### src/rtl/alu_seq_acc.sv
// alu_seq_acc -- registered ALU with a valid/ready request handshake, result
// flags, an accumulator that can stand in for operand A, and a multi-cycle
// shift-add multiplier.
//
// Optional build macro: ALU_SAT_EN
//   defined   : ADD clamps to all-ones on carry-out and SUB clamps to zero on
//               borrow. carry still reports the raw carry/borrow.
//   undefined : ADD/SUB wrap modulo 2^WIDTH.
//
// Parameters
//   WIDTH  operand/result width (>= 2)
//   CNT_W  width of the multiply iteration counter
//
// Ports
//   clk        rising-edge clock
//   rst        synchronous active-high reset
//   in_valid   operation request
//   in_ready   high when a request can be accepted this cycle
//   op         000 ADD, 001 SUB, 010 AND, 011 OR, 100 XOR, 101 SHL1, 110 SHR1, 111 MUL
//   use_acc    take operand A from the accumulator instead of port A
//   A, B       operands (B unused by SHL1/SHR1)
//   Output     registered result
//   carry      registered carry/borrow/overflow flag
//   zero       registered, high when Output == 0
//   out_valid  one-cycle pulse marking a fresh Output/carry/zero
//   acc        accumulator (reloaded with every completed result)
module alu_seq_acc #(
  parameter int WIDTH = 4,
  parameter int CNT_W = $clog2(WIDTH) + 1
) (
  input  logic             clk,
  input  logic             rst,
  input  logic             in_valid,
  output logic             in_ready,
  input  logic [2:0]       op,
  input  logic             use_acc,
  input  logic [WIDTH-1:0] A,
  input  logic [WIDTH-1:0] B,
  output logic [WIDTH-1:0] Output,
  output logic             carry,
  output logic             zero,
  output logic             out_valid,
  output logic [WIDTH-1:0] acc
);

  localparam logic [2:0] OP_ADD = 3'b000;
  localparam logic [2:0] OP_SUB = 3'b001;
  localparam logic [2:0] OP_AND = 3'b010;
  localparam logic [2:0] OP_OR  = 3'b011;
  localparam logic [2:0] OP_XOR = 3'b100;
  localparam logic [2:0] OP_SHL = 3'b101;
  localparam logic [2:0] OP_SHR = 3'b110;
  localparam logic [2:0] OP_MUL = 3'b111;

  typedef enum logic {IDLE, MUL} state_t;

  state_t             state_reg, state_next;
  logic [CNT_W-1:0]   cnt_reg;
  logic [WIDTH-1:0]   mcand_reg;
  logic [2*WIDTH-1:0] prod_reg;
  logic [WIDTH-1:0]   out_reg;
  logic               carry_reg;
  logic               zero_reg;
  logic               out_valid_reg;
  logic [WIDTH-1:0]   acc_reg;

  logic               accept;
  logic               mul_last;
  logic [WIDTH-1:0]   op_a;
  logic [WIDTH:0]     add_ext;
  logic [WIDTH:0]     sub_ext;
  logic [WIDTH-1:0]   alu_res;
  logic               alu_carry;
  logic [WIDTH:0]     step_sum;
  logic [2*WIDTH-1:0] prod_step;

  assign in_ready  = (state_reg == IDLE);
  assign accept    = in_valid && in_ready;
  assign op_a      = use_acc ? acc_reg : A;

  assign Output    = out_reg;
  assign carry     = carry_reg;
  assign zero      = zero_reg;
  assign out_valid = out_valid_reg;
  assign acc       = acc_reg;

  // Zero-extended add/subtract; the extra MSB is the carry-out, or the
  // borrow for subtraction (the difference wraps negative).
  assign add_ext = {1'b0, op_a} + {1'b0, B};
  assign sub_ext = {1'b0, op_a} - {1'b0, B};

  always_comb begin
    alu_res   = '0;
    alu_carry = 1'b0;
    case (op)
      OP_ADD: begin
        alu_carry = add_ext[WIDTH];
`ifdef ALU_SAT_EN
        alu_res = add_ext[WIDTH] ? {WIDTH{1'b1}} : add_ext[WIDTH-1:0];
`else
        alu_res = add_ext[WIDTH-1:0];
`endif
      end
      OP_SUB: begin
        alu_carry = sub_ext[WIDTH];
`ifdef ALU_SAT_EN
        alu_res = sub_ext[WIDTH] ? {WIDTH{1'b0}} : sub_ext[WIDTH-1:0];
`else
        alu_res = sub_ext[WIDTH-1:0];
`endif
      end
      OP_AND: alu_res = op_a & B;
      OP_OR:  alu_res = op_a | B;
      OP_XOR: alu_res = op_a ^ B;
      OP_SHL: begin
        alu_res   = {op_a[WIDTH-2:0], 1'b0};
        alu_carry = op_a[WIDTH-1];
      end
      OP_SHR: begin
        alu_res   = {1'b0, op_a[WIDTH-1:1]};
        alu_carry = op_a[0];
      end
      default: begin
        alu_res   = '0;
        alu_carry = 1'b0;
      end
    endcase
  end

  // Shift-add multiply: the low half starts as the multiplier. Each step
  // adds the multiplicand into the high half when the current multiplier
  // LSB is set, then shifts the whole register right, keeping the adder's
  // carry-out as the new MSB. After WIDTH steps it holds the full product.
  assign step_sum  = {1'b0, prod_reg[2*WIDTH-1:WIDTH]} +
                     (prod_reg[0] ? {1'b0, mcand_reg} : {(WIDTH+1){1'b0}});
  assign prod_step = {step_sum, prod_reg[WIDTH-1:1]};
  assign mul_last  = (state_reg == MUL) && (cnt_reg == CNT_W'(1));

  always_comb begin
    state_next = state_reg;
    case (state_reg)
      IDLE:    if (accept && (op == OP_MUL)) state_next = MUL;
      MUL:     if (mul_last) state_next = IDLE;
      default: state_next = IDLE;
    endcase
  end

  always_ff @(posedge clk) begin
    if (rst) begin
      state_reg     <= IDLE;
      cnt_reg       <= '0;
      mcand_reg     <= '0;
      prod_reg      <= '0;
      out_reg       <= '0;
      carry_reg     <= 1'b0;
      zero_reg      <= 1'b0;
      out_valid_reg <= 1'b0;
      acc_reg       <= '0;
    end else begin
      state_reg     <= state_next;
      out_valid_reg <= 1'b0;
      if (accept) begin
        if (op == OP_MUL) begin
          mcand_reg <= op_a;
          prod_reg  <= {{WIDTH{1'b0}}, B};
          cnt_reg   <= CNT_W'(WIDTH);
        end else begin
          out_reg       <= alu_res;
          carry_reg     <= alu_carry;
          zero_reg      <= (alu_res == '0);
          out_valid_reg <= 1'b1;
          acc_reg       <= alu_res;
        end
      end else if (state_reg == MUL) begin
        prod_reg <= prod_step;
        cnt_reg  <= cnt_reg - CNT_W'(1);
        if (mul_last) begin
          out_reg       <= prod_step[WIDTH-1:0];
          carry_reg     <= |prod_step[2*WIDTH-1:WIDTH];
          zero_reg      <= (prod_step[WIDTH-1:0] == '0);
          out_valid_reg <= 1'b1;
          acc_reg       <= prod_step[WIDTH-1:0];
        end
      end
    end
  end

endmodule

### config.mk
export PLATFORM = sky130hd
export DESIGN_NAME = alu_seq_acc
export DESIGN_NICKNAME = d
export VERILOG_FILES = /design/src/rtl/alu_seq_acc.sv
export SDC_FILE = /design/constraint.sdc
export NUM_CORES = 1
export LEC_CHECK = 0
export BUFFER_PORTS_ARGS = -buffer_cell sky130_fd_sc_hd__buf_2
export CAP_MARGIN = 20
export CORE_UTILIZATION = 45
export CTS_CLUSTER_DIAMETER = 60
export DETAILED_ROUTE_END_ITERATION = 10
export HOLD_SLACK_MARGIN = 0.12
export PLACE_DENSITY = 0.71
export SLEW_MARGIN = 10
export SYNTH_ARGS = -nofsm -noshare
export SYNTH_HDL_FRONTEND = slang
export SYNTH_SLANG_ARGS = --single-unit
### constraint.sdc
create_clock -name clk -period 3.7 [get_ports clk]
set_clock_uncertainty 0.05 [all_clocks]
set_input_delay 0.925 -clock clk [delete_from_list [all_inputs] [get_ports clk]]
set_output_delay 0.925 -clock clk [all_outputs]
set_load 0.02 [all_outputs]
; Word level (Yosys, flattened, before mapping)
; Index checks and enable logic that the tools add are counted.
[totals]
output_inout_bits = 12
word_cells = 67
input_bits = 15
reg_bits = 23
[op_classes]
muxes = 29
addsub = 4
eq_ne = 10
bitwise_logic = 4
n_reduce_logical = 12
[ops]
columns = cell, n
row1 = 4-bit one-hot mux with 7 select lines, 1
row2 = 4-bit two-way mux, 6
row3 = 8-bit two-way mux, 3
row4 = 1-bit two-way mux, 14
row5 = "3-bit equality test, second input constant", 4
row6 = 4-bit by 4-bit adder with 5-bit output, 2
row7 = 3-bit two-way mux, 3
row8 = 4-bit zero test, 2
row9 = "3-bit by 1-bit equality test with 1-bit output, second input constant", 2
row10 = "3-bit by 2-bit equality test with 1-bit output, second input constant", 2
row11 = 4-bit by 4-bit subtractor with 5-bit output, 1
row12 = 4-bit AND, 1
row13 = 4-bit bitwise OR, 1
row14 = 1-bit one-hot mux with 4 select lines, 1
row15 = 2-bit AND reduction, 2
row16 = 2-bit nonzero test, 2
row17 = 4-bit OR reduction, 1
row18 = 4-bit XOR, 1
row19 = 1-bit logical AND, 3
row20 = 3-bit zero test, 1
row21 = 3-bit AND reduction, 1
row22 = "3-bit by 1-bit subtractor with 3-bit output, second input constant", 1
row23 = "2-bit by 1-bit inequality test with 1-bit output, second input constant", 1
row24 = "2-bit inequality test, second input constant", 1
row25 = 2 further kinds, 2

; Longest topological paths before layout
[logic_depth]
depth_word = 6
mapped_depth = 11
ltp_nobuf = 10

; Worst setup path before layout
; Ideal clock, no wire load.
[synth_path]
path_kind = input port to flip-flop
from = in use_acc
to = reg zero_reg, in the netlist zero
required_ns = 3.566
cell_stages = 9
setup_time_ns = 0.084
arrival_time_ns = 3.004
path_slack_ns = 0.561
cell_sequence = buf_6 -> mux2i_1 -> inv_2 -> fa_1 -> nand2_1 -> o21ai_0 -> mux4_2 -> or2_0 -> o31ai_2
[synth_between]
elab_chain_cells = 6
word_cells_on_any_way = 10
cone_classes = 2 x add/sub / 4 x mux / 3 x bitwise / 1 x reduce/logical
[synth_rtl]
columns = element, line
row1 = "start, declared", 36  ; input logic use_acc,
row2 = 4-bit two-way mux (*), 79  ; assign op_a = use_acc ? acc_reg : A;
row3 = named net op_a[1], 69  ; logic [WIDTH-1:0] op_a;
row4 = 4-bit by 4-bit subtractor with 5-bit output (tied with other cells), 90  ; assign sub_ext = {1'b0, op_a} - {1'b0, B};
row5 = 4-bit one-hot mux with 7 select lines (*), 95  ; case (op)
row6 = 4-bit zero test (*), 170  ; zero_reg <= (alu_res == '0);
row7 = 1-bit two-way mux (*), 163  ; if (op == OP_MUL) begin
row8 = 1-bit two-way mux (*), 162  ; if (accept) begin
row9 = "end signal, assigned", 170
row10 = "end signal, assigned", 180  ; zero_reg <= (prod_step[WIDTH-1:0] == '0);
row11 = "end, declared", 63  ; logic zero_reg;
; Mark *: on every way through the listed nets, which the timed path passes. The rest lies on a longest branch. The select of a mux whose other input is x is not followed.
; A chain may end at the register's enable or synchronous reset.

; Final worst setup path
[layout_path]
from = in use_acc
to = reg zero_reg, in the netlist zero
[layout_between]
elab_chain_cells = 6
word_cells_on_any_way = 10
cone_classes = 2 x add/sub / 4 x mux / 3 x bitwise / 1 x reduce/logical
[layout_rtl]
columns = element, line
row1 = 4-bit two-way mux (*), 79
row2 = 4-bit by 4-bit subtractor with 5-bit output (tied with other cells), 90
row3 = 4-bit one-hot mux with 7 select lines (*), 95
row4 = 4-bit zero test (*), 170
row5 = 1-bit two-way mux (*), 163
row6 = 1-bit two-way mux (*), 162
; Mark *: on every way between the ends. The rest lies on a longest branch, timed or not. The select of a mux whose other input is x is not followed.

==> flow_summary.json <==
{
  "portBuffers": 26,
  "fill_cells": 367,
  "drc": 0,
  "rows": 22,
  "power_density_nw_per_um2": 301,
  "worstSetupPathType": "in -> reg",
  "grt_pass1_wl_microns": 6910,
  "ant_nets": 0,
  "path_cells": "buf_2, mux2i_4, ha_1, inv_1, fa_1, nand2_1, o21ai_0, mux4_2, or2_0, o31ai_2",
  "drt-met1-wl_microns": 2090,
  "rsz0062_at_grt": "no",
  "post-dp-hpwl_microns": 3190,
  "highest_layer": "met4",
  "grt_max_degree": 24,
  "wirelength_microns": 4130,
  "met3_length_microns": 190,
  "drv_cap": 0,
  "globalRouteTotalUtil": 0.208,
  "syn-cell-area_sq_um": 1840,
  "crit_path_max_incr_delay_ns": 0.48,
  "first_iter_violations": 151,
  "cp-end-kind": "flip-flop",
  "synthDistinctLibCells": 47,
  "cts_resized": 0,
  "largest_reg_flops": 8,
  "setup_viol": 0,
  "ys_warn_count": 0,
  "syn_to_final_growth_pct": 9.81,
  "cpMaxStageDelayCell": "mux4_2",
  "cts_tree": "built",
  "drv_slew": 0,
  "post_cts_buffers": 0,
  "diodes": 0,
  "wire_per_inst_microns": 14.0,
  "ir_worst_vdd_mv": 0.154,
  "path_clk_slew_ns": 0.08,
  "place_congestion": 0.897,
  "layout-drive-gt1-share": 0.163,
  "power_leakage_nw": 0.914,
  "overflow": 0,
  "cts_sinks": 23,
  "crit_required_ns": 3.84,
  "dieArea_sq_um": 4340,
  "crit_family": "multiplexers",
  "fin_nets": 285,
  "crit_path_max_fanout": 5,
  "clock-root-buffer": "clkbuf_8",
  "hold_viol": 0,
  "final_common_cell": "buf_2",
  "post-route-min-period_ns": 3.06,
  "numCtsBuffers": 3,
  "ys_ff_latch": 23,
  "holdWs_ns": 0.424,
  "ys_seq_area_frac": 0.251,
  "via_count": 1605,
  "final_util": 0.531,
  "grt_pass1_vias": 1434,
  "fmax_mhz": 327,
  "htreeDepth": 1,
  "outcome": "complete, no violations",
  "antenna_found_initial": 0,
  "worstSkewPairLatency_ns": 0.26,
  "start_util": 0.484,
  "drtPass1Iterations": 4,
  "synth_edf_count": 0,
  "postSynthAreaPerCell_sq_um": 8.09,
  "critPathArrivalTime_ns": 3.20,
  "slew_headroom": 0.487,
  "die_h_microns": 65.9,
  "design_area_sq_um": 2020,
  "finalSetupTns_ns": 0,
  "total_power_uw": 606,
  "vias_per_cell": 5.46,
  "most-common-layout-cells": "26 x buf_2, 23 x dfxtp_1, 22 x a21oi_1",
  "ioPinCount": 27,
  "min_path_type": "reg -> reg",
  "worstSetupStartpointType": "input pin",
  "finalCritPeriodShare": 0.827,
  "synthesis.nets": 265,
  "worst-path-buf-inv": 2,
  "async_flop_share": 0,
  "worst_pin_slew_ns": 0.769,
  "die_x_microns": 65.9,
  "met2_length_microns": 1830,
  "cts_buffer_depth": 2,
  "place_area_sq_um": 1970,
  "synthFlopType": "dfxtp_1",
  "coreArea_sq_um": 3800,
  "syn_inst": 227,
  "holdBufCountCts": 0
}
==> cell usage after synthesis (4+ instances only) <==
library cell | instances | share of area
a211oi_1 | 4 | 0.016
a21o_1 | 4 | 0.016
a21oi_1 | 22 | 0.060
a22oi_1 | 6 | 0.025
and2_1 | 5 | 0.017
buf_4 | 4 | 0.016
clkbuf_1 | 6 | 0.012
dfxtp_1 | 23 | 0.25
ha_1 | 20 | 0.14
inv_1 | 20 | 0.041
mux2i_1 | 5 | 0.027
nand2_1 | 17 | 0.035
nand3_1 | 9 | 0.025
nor2_1 | 20 | 0.041
nor2b_1 | 5 | 0.017
nor3_1 | 5 | 0.014
==> metrics by stage <==
| step | worst slack [ns] | instances |
|---|---|---|
| final | 0.639 | 294 |
| after global routing | 0.541 | 294 |
| after CTS | 0.620 | 294 |
| after detailed placement | 0.340 | 290 |
| after global placement | 0.406 | 290 |
| after floorplan | 0.561 | 227 |
==> report_power, final <==
part	total, mW	internal [mW]	switching [mW]
combinational	0.182	0.0718	0.110
sequential	0.268	0.258	0.00962
clock	0.156	0.0752	0.0809
total	0.606	0.405	0.201
==> routing by layer <==
metal / up-vias / global-route usage
met4: 0 / 0.0353
li1: 821 / -
met1: 742 / 0.289
met3: 4 / 0.0483
met2: 38 / 0.328
met5: - / 0
==> cells by family after synthesis <==
kind of cell / count (synthesis) / share of synthesized area
adders and majority gates: 23 / 0.169
xor gates and xnor gates: 5 / 0.0238
buffers and inverters: 37 / 0.0899
and+or+nand+nor: 72 / 0.189
muxes: 8 / 0.0640
DFF: 23 / 0.251
AOI/OAI and AO/OA: 59 / 0.213
==> path summary, 6_finish.rpt <==
check / startpoint / end / slack [ns] / depth (start not counted)
worst min-delay path: carry / carry / 0.42 / 2
worst max register to register: acc[0] / zero / 1.20 / 9
worst max-delay path: use_acc / zero / 0.64 / 10
worst min register to register: carry / carry / 0.42 / 2
==> worst min-delay path: stages (launching register included) <==
cell and delay, ns:
dfxtp_1 0.32, nand3_1 0.06, o41ai_1 0.05
==> final cells by class <==
| cell class | count | area, sq um | area share |
|---|---|---|---|
| clock buffers | 3 | 41.3 | 0.0205 |
| flip-flops and latches | 23 | 460 | 0.228 |
| repair buffers | 29 | 153 | 0.0757 |
| multi-input cells | 167 | 1210 | 0.600 |
| clock inverters | 1 | 5.00 | 0.00248 |
| inverters | 23 | 86.3 | 0.0428 |
| well taps | 48 | 60.1 | 0.0298 |
Power figures use the tool's default switching activity.
